## src/rtl/avm_mport_arbiter_pkg.sv

```systemverilog
// rtl/avm_mport_arbiter_pkg.sv - shared types, constants and helpers for the Avalon-MM port arbiter
package avm_arb_pkg;

    typedef enum logic [0:0] {
        IDLE  = 1'b0,
        GRANT = 1'b1
    } arb_state_t;

    localparam logic [31:0] ERR_READDATA    = 32'hDEAD_BEEF;
    localparam int          DEFAULT_TIMEOUT = 1024;

    // Index width for n items, never below 1 so single-bit selects stay legal
    function automatic int clog2(input int n);
        int r;
        r = 1;
        for (int i = 1; i < 32; i++) begin
            if ((1 << i) < n) begin
                r = i + 1;
            end
        end
        return r;
    endfunction

endpackage

```

## src/rtl/avm_mport_arbiter_if.sv

```systemverilog
// rtl/avm_mport_arbiter_if.sv - packed multi-master Avalon-MM bus plus the shared downstream slave port
interface avm_mport_arbiter_if #(
    parameter int NUM_PORTS  = 2,
    parameter int ADDR_WIDTH = 32,
    parameter int DATA_WIDTH = 32
);
    localparam int BE_WIDTH = DATA_WIDTH / 8;

    logic [NUM_PORTS-1:0]            m_cs_i;
    logic [NUM_PORTS*ADDR_WIDTH-1:0] m_address_i;
    logic [NUM_PORTS-1:0]            m_read_i;
    logic [NUM_PORTS-1:0]            m_write_i;
    logic [NUM_PORTS*DATA_WIDTH-1:0] m_writedata_i;
    logic [NUM_PORTS*BE_WIDTH-1:0]   m_byteenable_i;
    logic [NUM_PORTS-1:0]            m_waitrequest_o;
    logic [NUM_PORTS*DATA_WIDTH-1:0] m_readdata_o;

    logic                            s_cs_o;
    logic                            s_read_o;
    logic                            s_write_o;
    logic [ADDR_WIDTH-1:0]           s_address_o;
    logic [DATA_WIDTH-1:0]           s_writedata_o;
    logic [BE_WIDTH-1:0]             s_byteenable_o;
    logic                            s_waitrequest_i;
    logic [DATA_WIDTH-1:0]           s_readdata_i;

    // Environment side: upstream masters and the downstream core model
    modport master (
        output m_cs_i, m_address_i, m_read_i, m_write_i, m_writedata_i, m_byteenable_i,
        output s_waitrequest_i, s_readdata_i,
        input  m_waitrequest_o, m_readdata_o,
        input  s_cs_o, s_read_o, s_write_o, s_address_o, s_writedata_o, s_byteenable_o
    );

    // Arbiter side
    modport slave (
        input  m_cs_i, m_address_i, m_read_i, m_write_i, m_writedata_i, m_byteenable_i,
        input  s_waitrequest_i, s_readdata_i,
        output m_waitrequest_o, m_readdata_o,
        output s_cs_o, s_read_o, s_write_o, s_address_o, s_writedata_o, s_byteenable_o
    );

endinterface

```

## src/rtl/avm_mport_arbiter_rr_picker.sv

```systemverilog
// rtl/avm_mport_arbiter_rr_picker.sv - combinational cyclic priority select starting at a pointer
module rr_picker #(
    parameter int NUM_PORTS = 2,
    parameter int IDX_W     = 1
) (
    input  logic [NUM_PORTS-1:0] req_i,
    input  logic [IDX_W-1:0]     ptr_i,
    output logic                 valid_o,
    output logic [IDX_W-1:0]     idx_o
);

    int j;

    // Walk offsets from far to near so the closest requester at/after ptr wins
    always_comb begin
        valid_o = |req_i;
        idx_o   = '0;
        j       = 0;
        for (int k = NUM_PORTS - 1; k >= 0; k--) begin
            j = int'(ptr_i) + k;
            if (j >= NUM_PORTS) begin
                j = j - NUM_PORTS;
            end
            if (req_i[j]) begin
                idx_o = IDX_W'(j);
            end
        end
    end

endmodule

```

## src/rtl/avm_mport_arbiter.sv

```systemverilog
// rtl/avm_mport_arbiter.sv - round-robin N-master Avalon-MM arbiter; AVM_ARB_TIMEOUT_EN adds a watchdog
module avm_mport_arbiter
    import avm_arb_pkg::*;
#(
    parameter int NUM_PORTS      = 2,
    parameter int ADDR_WIDTH     = 32,
    parameter int DATA_WIDTH     = 32,
    parameter int TIMEOUT_CYCLES = DEFAULT_TIMEOUT
) (
    input  logic                          clk_clk,
    input  logic                          reset_reset,
    avm_mport_arbiter_if.slave            bus,
    output logic                          timeout_o,
    output logic [clog2(NUM_PORTS)-1:0]   timeout_port_o
);

    localparam int IDX_W = clog2(NUM_PORTS);

    if (TIMEOUT_CYCLES < 4) begin : g_timeout_range
        $error("TIMEOUT_CYCLES must be at least 4");
    end

    arb_state_t           state_q, state_d;
    logic [IDX_W-1:0]     grant_q, grant_d;
    logic [IDX_W-1:0]     rr_ptr_q, rr_ptr_d;
    logic [IDX_W-1:0]     grant_next;
    logic [NUM_PORTS-1:0] req;
    logic                 pick_valid;
    logic [IDX_W-1:0]     pick_idx;
    logic                 g_req;
    logic                 done;
    logic                 to_fire;

    assign req        = bus.m_cs_i & (bus.m_read_i | bus.m_write_i);
    assign g_req      = req[grant_q];
    assign done       = (state_q == GRANT) && g_req && !bus.s_waitrequest_i;
    assign grant_next = (grant_q == IDX_W'(NUM_PORTS - 1)) ? '0 : grant_q + 1'b1;

    rr_picker #(
        .NUM_PORTS (NUM_PORTS),
        .IDX_W     (IDX_W)
    ) u_picker (
        .req_i   (req),
        .ptr_i   (rr_ptr_q),
        .valid_o (pick_valid),
        .idx_o   (pick_idx)
    );

`ifdef AVM_ARB_TIMEOUT_EN
    localparam int CNT_W = clog2(TIMEOUT_CYCLES + 1);

    logic [CNT_W-1:0] cnt_q, cnt_d;
    logic             to_q, to_d;
    logic [IDX_W-1:0] to_port_q, to_port_d;

    assign to_fire        = (state_q == GRANT) && (cnt_q == CNT_W'(TIMEOUT_CYCLES));
    assign timeout_o      = to_q;
    assign timeout_port_o = to_port_q;
`else
    assign to_fire        = 1'b0;
    assign timeout_o      = 1'b0;
    assign timeout_port_o = '0;
`endif

    always_ff @(posedge clk_clk or posedge reset_reset) begin
        if (reset_reset) begin
            state_q   <= IDLE;
            grant_q   <= '0;
            rr_ptr_q  <= '0;
`ifdef AVM_ARB_TIMEOUT_EN
            cnt_q     <= '0;
            to_q      <= 1'b0;
            to_port_q <= '0;
`endif
        end else begin
            state_q   <= state_d;
            grant_q   <= grant_d;
            rr_ptr_q  <= rr_ptr_d;
`ifdef AVM_ARB_TIMEOUT_EN
            cnt_q     <= cnt_d;
            to_q      <= to_d;
            to_port_q <= to_port_d;
`endif
        end
    end

    always_comb begin
        state_d  = state_q;
        grant_d  = grant_q;
        rr_ptr_d = rr_ptr_q;
`ifdef AVM_ARB_TIMEOUT_EN
        cnt_d     = cnt_q;
        to_d      = to_q;
        to_port_d = to_port_q;
`endif
        case (state_q)
            IDLE: begin
`ifdef AVM_ARB_TIMEOUT_EN
                cnt_d = '0;
`endif
                if (pick_valid) begin
                    grant_d = pick_idx;
                    state_d = GRANT;
                end
            end
            GRANT: begin
                if (to_fire || done) begin
                    state_d  = IDLE;
                    rr_ptr_d = grant_next;
                end else if (!g_req) begin
                    state_d = IDLE;
                end
`ifdef AVM_ARB_TIMEOUT_EN
                if (to_fire) begin
                    to_d      = 1'b1;
                    to_port_d = grant_q;
                end else if (bus.s_waitrequest_i) begin
                    cnt_d = cnt_q + 1'b1;
                end
`endif
            end
            default: state_d = IDLE;
        endcase
    end

    // Downstream is a combinational mux of the granted master; a watchdog abort blanks the strobes
    always_comb begin
        bus.s_cs_o          = 1'b0;
        bus.s_read_o        = 1'b0;
        bus.s_write_o       = 1'b0;
        bus.s_address_o     = '0;
        bus.s_writedata_o   = '0;
        bus.s_byteenable_o  = '0;
        bus.m_waitrequest_o = '1;
        bus.m_readdata_o    = '0;
        if (state_q == GRANT) begin
            bus.s_cs_o         = bus.m_cs_i[grant_q] && !to_fire;
            bus.s_write_o      = bus.m_write_i[grant_q] && !to_fire;
            bus.s_read_o       = bus.m_read_i[grant_q] && !bus.m_write_i[grant_q] && !to_fire;
            bus.s_address_o    = bus.m_address_i[int'(grant_q)*ADDR_WIDTH +: ADDR_WIDTH];
            bus.s_writedata_o  = bus.m_writedata_i[int'(grant_q)*DATA_WIDTH +: DATA_WIDTH];
            bus.s_byteenable_o = bus.m_byteenable_i[int'(grant_q)*(DATA_WIDTH/8) +: (DATA_WIDTH/8)];
            bus.m_waitrequest_o[grant_q] = !(done || to_fire);
            bus.m_readdata_o[int'(grant_q)*DATA_WIDTH +: DATA_WIDTH] =
                to_fire ? DATA_WIDTH'(ERR_READDATA) : bus.s_readdata_i;
        end
    end

endmodule

```

## src/flat_wrapper.sv

```systemverilog
// flat-port wrapper written by rule: the top's interface ports become plain ports
module avm_mport_arbiter_flat import avm_arb_pkg::*;
#(
    parameter int NUM_PORTS      = 2,
    parameter int ADDR_WIDTH     = 32,
    parameter int DATA_WIDTH     = 32,
    parameter int TIMEOUT_CYCLES = DEFAULT_TIMEOUT
)
  (clk_clk, reset_reset, timeout_o, timeout_port_o, bus_m_cs_i, bus_m_address_i, bus_m_read_i, bus_m_write_i, bus_m_writedata_i, bus_m_byteenable_i, bus_s_waitrequest_i, bus_s_readdata_i, bus_m_waitrequest_o, bus_m_readdata_o, bus_s_cs_o, bus_s_read_o, bus_s_write_o, bus_s_address_o, bus_s_writedata_o, bus_s_byteenable_o);
  avm_mport_arbiter_if #(.NUM_PORTS(NUM_PORTS), .ADDR_WIDTH(ADDR_WIDTH), .DATA_WIDTH(DATA_WIDTH)) bus_i ();
  input  logic clk_clk;
  input  logic reset_reset;
  output logic timeout_o;
  output logic [clog2(NUM_PORTS)-1:0] timeout_port_o;
  input wire logic [$bits(bus_i.m_cs_i)-1:0] bus_m_cs_i;
  input wire logic [$bits(bus_i.m_address_i)-1:0] bus_m_address_i;
  input wire logic [$bits(bus_i.m_read_i)-1:0] bus_m_read_i;
  input wire logic [$bits(bus_i.m_write_i)-1:0] bus_m_write_i;
  input wire logic [$bits(bus_i.m_writedata_i)-1:0] bus_m_writedata_i;
  input wire logic [$bits(bus_i.m_byteenable_i)-1:0] bus_m_byteenable_i;
  input wire logic [$bits(bus_i.s_waitrequest_i)-1:0] bus_s_waitrequest_i;
  input wire logic [$bits(bus_i.s_readdata_i)-1:0] bus_s_readdata_i;
  output wire logic [$bits(bus_i.m_waitrequest_o)-1:0] bus_m_waitrequest_o;
  output wire logic [$bits(bus_i.m_readdata_o)-1:0] bus_m_readdata_o;
  output wire logic [$bits(bus_i.s_cs_o)-1:0] bus_s_cs_o;
  output wire logic [$bits(bus_i.s_read_o)-1:0] bus_s_read_o;
  output wire logic [$bits(bus_i.s_write_o)-1:0] bus_s_write_o;
  output wire logic [$bits(bus_i.s_address_o)-1:0] bus_s_address_o;
  output wire logic [$bits(bus_i.s_writedata_o)-1:0] bus_s_writedata_o;
  output wire logic [$bits(bus_i.s_byteenable_o)-1:0] bus_s_byteenable_o;
  assign bus_i.m_cs_i = bus_m_cs_i;
  assign bus_i.m_address_i = bus_m_address_i;
  assign bus_i.m_read_i = bus_m_read_i;
  assign bus_i.m_write_i = bus_m_write_i;
  assign bus_i.m_writedata_i = bus_m_writedata_i;
  assign bus_i.m_byteenable_i = bus_m_byteenable_i;
  assign bus_i.s_waitrequest_i = bus_s_waitrequest_i;
  assign bus_i.s_readdata_i = bus_s_readdata_i;
  assign bus_m_waitrequest_o = bus_i.m_waitrequest_o;
  assign bus_m_readdata_o = bus_i.m_readdata_o;
  assign bus_s_cs_o = bus_i.s_cs_o;
  assign bus_s_read_o = bus_i.s_read_o;
  assign bus_s_write_o = bus_i.s_write_o;
  assign bus_s_address_o = bus_i.s_address_o;
  assign bus_s_writedata_o = bus_i.s_writedata_o;
  assign bus_s_byteenable_o = bus_i.s_byteenable_o;
  avm_mport_arbiter #(.NUM_PORTS(NUM_PORTS), .ADDR_WIDTH(ADDR_WIDTH), .DATA_WIDTH(DATA_WIDTH), .TIMEOUT_CYCLES(TIMEOUT_CYCLES)) u_core (.clk_clk(clk_clk), .reset_reset(reset_reset), .bus(bus_i), .timeout_o(timeout_o), .timeout_port_o(timeout_port_o));
endmodule
```

## config.mk

```make
export PLATFORM = sky130hd
export DESIGN_NAME = avm_mport_arbiter_flat
export DESIGN_NICKNAME = d
export VERILOG_FILES = /design/src/rtl/avm_mport_arbiter_pkg.sv /design/src/rtl/avm_mport_arbiter_if.sv /design/src/rtl/avm_mport_arbiter_rr_picker.sv /design/src/rtl/avm_mport_arbiter.sv /design/src/flat_wrapper.sv
export SDC_FILE = /design/constraint.sdc
export NUM_CORES = 1
export LEC_CHECK = 0
export BUFFER_PORTS_ARGS = -buffer_cell sky130_fd_sc_hd__buf_2
export CORE_ASPECT_RATIO = 1.1
export CORE_MARGIN = 8
export CORE_UTILIZATION = 35
export CTS_CLUSTER_SIZE = 16
export DETAILED_ROUTE_END_ITERATION = 12
export GPL_ROUTABILITY_DRIVEN = 0
export SETUP_SLACK_MARGIN = 0.02
export SLEW_MARGIN = 20
export SYNTH_ARGS = -nofsm -noshare
export SYNTH_HDL_FRONTEND = slang
export SYNTH_SLANG_ARGS = --single-unit
```

## constraint.sdc

```tcl
create_clock -name clk_clk -period 3.9 [get_ports clk_clk]
set_input_delay 0.39 -clock clk_clk [delete_from_list [all_inputs] [get_ports clk_clk]]
set_output_delay 0.39 -clock clk_clk [all_outputs]
set_load 0.005 [all_outputs]
```

==> flow_metrics.env <==
export IMPL_worstReg2RegEnd="u_core.grant_q[2]$_DFFE_PP0P_"
export IMPL_nets=1716
export IMPL_dr_first_iter_drc_count=1178
export IMPL_crit_arrival_ns=3.90
export IMPL_synthArstFlopShare_pct=100
export IMPL_drt_vias_per_instance=5.87
export IMPL_clkTransAtPathRegs_ns=0.06
export IMPL_ioPinCount=347
export IMPL_cts_tree="yes"
export IMPL_drv_cap=0
export IMPL_setup_viol=64
export IMPL_grt_setup_unrepaired="true"
export IMPL_post_route_period_util_pct=110
export IMPL_cp_slowest_stage_delay_ns=0.54
export IMPL_r2r_slack_ns=0.28
export IMPL_p_leak_nw=5.11
export IMPL_synth_seq_cells=65
export IMPL_core_area_um2=25200
export IMPL_synth_area_um2=8940
export IMPL_portBuffers=313
export IMPL_clock_path_buffers=2
export IMPL_cp_start_kind="register"
export IMPL_clockRootBuffer="clkbuf_16"
export IMPL_synth_most_common_cell="nor2_1"
export IMPL_irDropWorstVdd_mv=0.495
export IMPL_setup_tns_ns=-18.23
export IMPL_start_util_pct=35.5
export IMPL_avgSynthCellArea_um2=7.20
export IMPL_path_cells="or4_4 -> or3_4 -> nor3_4 -> nand4b_1 -> xnor2_1 -> or4_1 -> a222oi_1 -> buf_4 -> nand4_4 -> buf_12 -> nor4_2 -> buf_2"
export IMPL_violations="setup timing"
export IMPL_fin_crit_ns=4.29
export IMPL_yosys_warnings=0
export IMPL_ff2ff_path_depth=10
export IMPL_status="finished with violations"
export IMPL_htreeDepth=3
export IMPL_die_h_um=184
export IMPL_finalNonFillerCells=1852
export IMPL_syn_to_final_growth_pct=27.9
export IMPL_cts_hold_buf=0
export IMPL_die_width_um=168
export IMPL_criticalPathCategory="register to primary output"
export IMPL_timing_rr_start="u_core.rr_ptr_q[1]$_DFFE_PP0P_"
export IMPL_synth_top_area_share_pct=18.2
export IMPL_cts_buffers=9
export IMPL_drc=0
export IMPL_max_slew_worst_pin_slew_ns=0.811
export IMPL_grt_max_degree=69
export IMPL_fin_area_um2=11400
export IMPL_syn_inst=1241
export IMPL_ys_top_cells_by_area="dfrtp_1 (18%), mux2i_1 (8.7%), xnor2_1 (5.4%)"
export IMPL_dieArea_um2=30900
export IMPL_total_power_mw=9.50
export IMPL_finalWirelength_um=43900
export IMPL_synth_common_cells="nor2_1 (127), nand2_1 (113), clkbuf_1 (93)"
export IMPL_grtUsageTotal_pct=27.1
export IMPL_finalHoldViolations=0
export IMPL_grt_pass1_wl_um=64000
export IMPL_hpwl_um=36700
export IMPL_synthFlopType="dfrtp_1"
export IMPL_timing_fmax_mhz=233
export IMPL_max_slew_margin_pct=45.9
export IMPL_synth_distinct_cells=78
export IMPL_hold_ws_ns=0.213
export IMPL_place_area_um2=11000
export IMPL_synth_edf_count=0
export IMPL_ant_nets=0
export IMPL_antenna_found_initial=4
export IMPL_worst_slack_ns=-0.386
export IMPL_crit_family="simple AND/OR/NAND/NOR gates"
export IMPL_clock_skew_ns=0.00788
export IMPL_worstSetupEndpointType="primary output"
export IMPL_fillerInstances=2603
export IMPL_grt_overflow=0
export IMPL_yosysSeqAreaShare_pct=18.2
export IMPL_hp_class="input pin to async pin"
export IMPL_dp_cells=1832
export IMPL_fin_util_pct=45.4
export IMPL_clk_latency_ns=0.34
export IMPL_pre_cts_slack_ns=-0.0465
export IMPL_drive_gt1_share_pct=32.1
export IMPL_grt_pass1_vias=10403
export IMPL_synth_top_cell_by_area="dfrtp_1"
export IMPL_num_vias=10876
export IMPL_worstPathRequired_ns=3.51
export IMPL_path_buf_inv=3
export IMPL_cp_max_fo=38
export IMPL_cts_sinks=65
export IMPL_slew_violations=0
export IMPL_dr_pass1_iters=6
export IMPL_slowest_stage="or4_4"
export IMPL_rows=61
export IMPL_power_density_nw_per_um2=831
export IMPL_wl_per_cell_um=23.7
==> placed cells by master (no fill, tap or decap), types with 9 or more instances in the layout <==
| master | n |
|---|---|
| nor3_2 | 16 |
| a22oi_1 | 17 |
| clkbuf_16 | 9 |
| nor4_2 | 31 |
| nor4_1 | 26 |
| buf_4 | 92 |
| a21oi_1 | 15 |
| xor2_1 | 55 |
| nor3_1 | 41 |
| ha_1 | 9 |
| mux2i_1 | 78 |
| nor2_1 | 125 |
| or3_1 | 9 |
| xnor2_1 | 55 |
| inv_1 | 15 |
| nand2_1 | 111 |
| o21ai_0 | 73 |
| nand4_1 | 64 |
| buf_2 | 313 |
| or4_1 | 14 |
| and2_1 | 12 |
| and4_1 | 11 |
| and3_1 | 16 |
| a31oi_1 | 10 |
| conb_1 | 33 |
| nand3_1 | 84 |
| dfrtp_1 | 63 |
==> routing by layer <==
layer / global-route usage (%) / vias up / part of all wire (%)
li1: - / 5036 / -
met1: 31.1 / 5169 / 38
met2: 45.7 / 587 / 48
met3: 8.25 / 82 / 9.9
met4: 12.8 / 2 / 4.6
met5: 0 / - / 0.016
==> power by group <==
part           leakage, nW  internal (mW)  switching [mW]
clock network        0.150          0.528           0.301
logic                 4.09           2.73            4.52
registers            0.876          0.947           0.472
total                 5.11           4.21            5.29
==> worst max path at each step <==
stage | end | cells past startpoint | startpoint
floorplan | bus_m_readdata_o[35] | 10 | u_core.grant_q[4]$_DFFE_PP0P_
global placement | bus_m_readdata_o[34] | 12 | u_core.grant_q[4]$_DFFE_PP0P_
detailed placement | bus_m_readdata_o[0] | 12 | u_core.grant_q[4]$_DFFE_PP0P_
CTS | bus_m_readdata_o[34] | 12 | u_core.grant_q[4]$_DFFE_PP0P_
global route | bus_m_readdata_o[54] | 12 | u_core.grant_q[4]$_DFFE_PP0P_
finish | bus_m_readdata_o[63] | 12 | u_core.grant_q[4]$_DFFE_PP0P_
==> logic make-up (layout without fill, tap and decap cells) <==
group	Yosys count	in the layout	synth area share (%)
compound gates	190	190	13.9
xor+xnor	110	110	10.8
fa+ha+maj	10	10	1.37
buf+inv	178	440	9.44
flops	65	65	18.2
mux	81	81	9.11
other cells	1	35	0.0420
simple gates	606	606	37.2
==> final cells by class <==
cell class | count | area, um2 | share of cell area (%)
diodes | 2 | 5.00 | 0.0438
flip-flops and latches | 65 | 1630 | 14.3
well taps | 315 | 394 | 3.45
repair buffers | 408 | 2320 | 20.3
inverters | 16 | 60.1 | 0.525
clock inverters | 3 | 40.0 | 0.350
clock buffers | 13 | 260 | 2.28
multi-input cells | 1030 | 6720 | 58.8
==> flip-flops by register name, indices dropped and copies added, names as in the netlist <==
signal,cells
u_core.state_q,1
u_core.grant_q,32
u_core.rr_ptr_q,32
==> repair_timing <==
action	in CTS	in global routing
setup buffers	2	0
endpoints found under the setup margin	64	64
endpoints found under the hold margin	0	0
resized for setup	6	15
(Power assumes the default switching activity.)
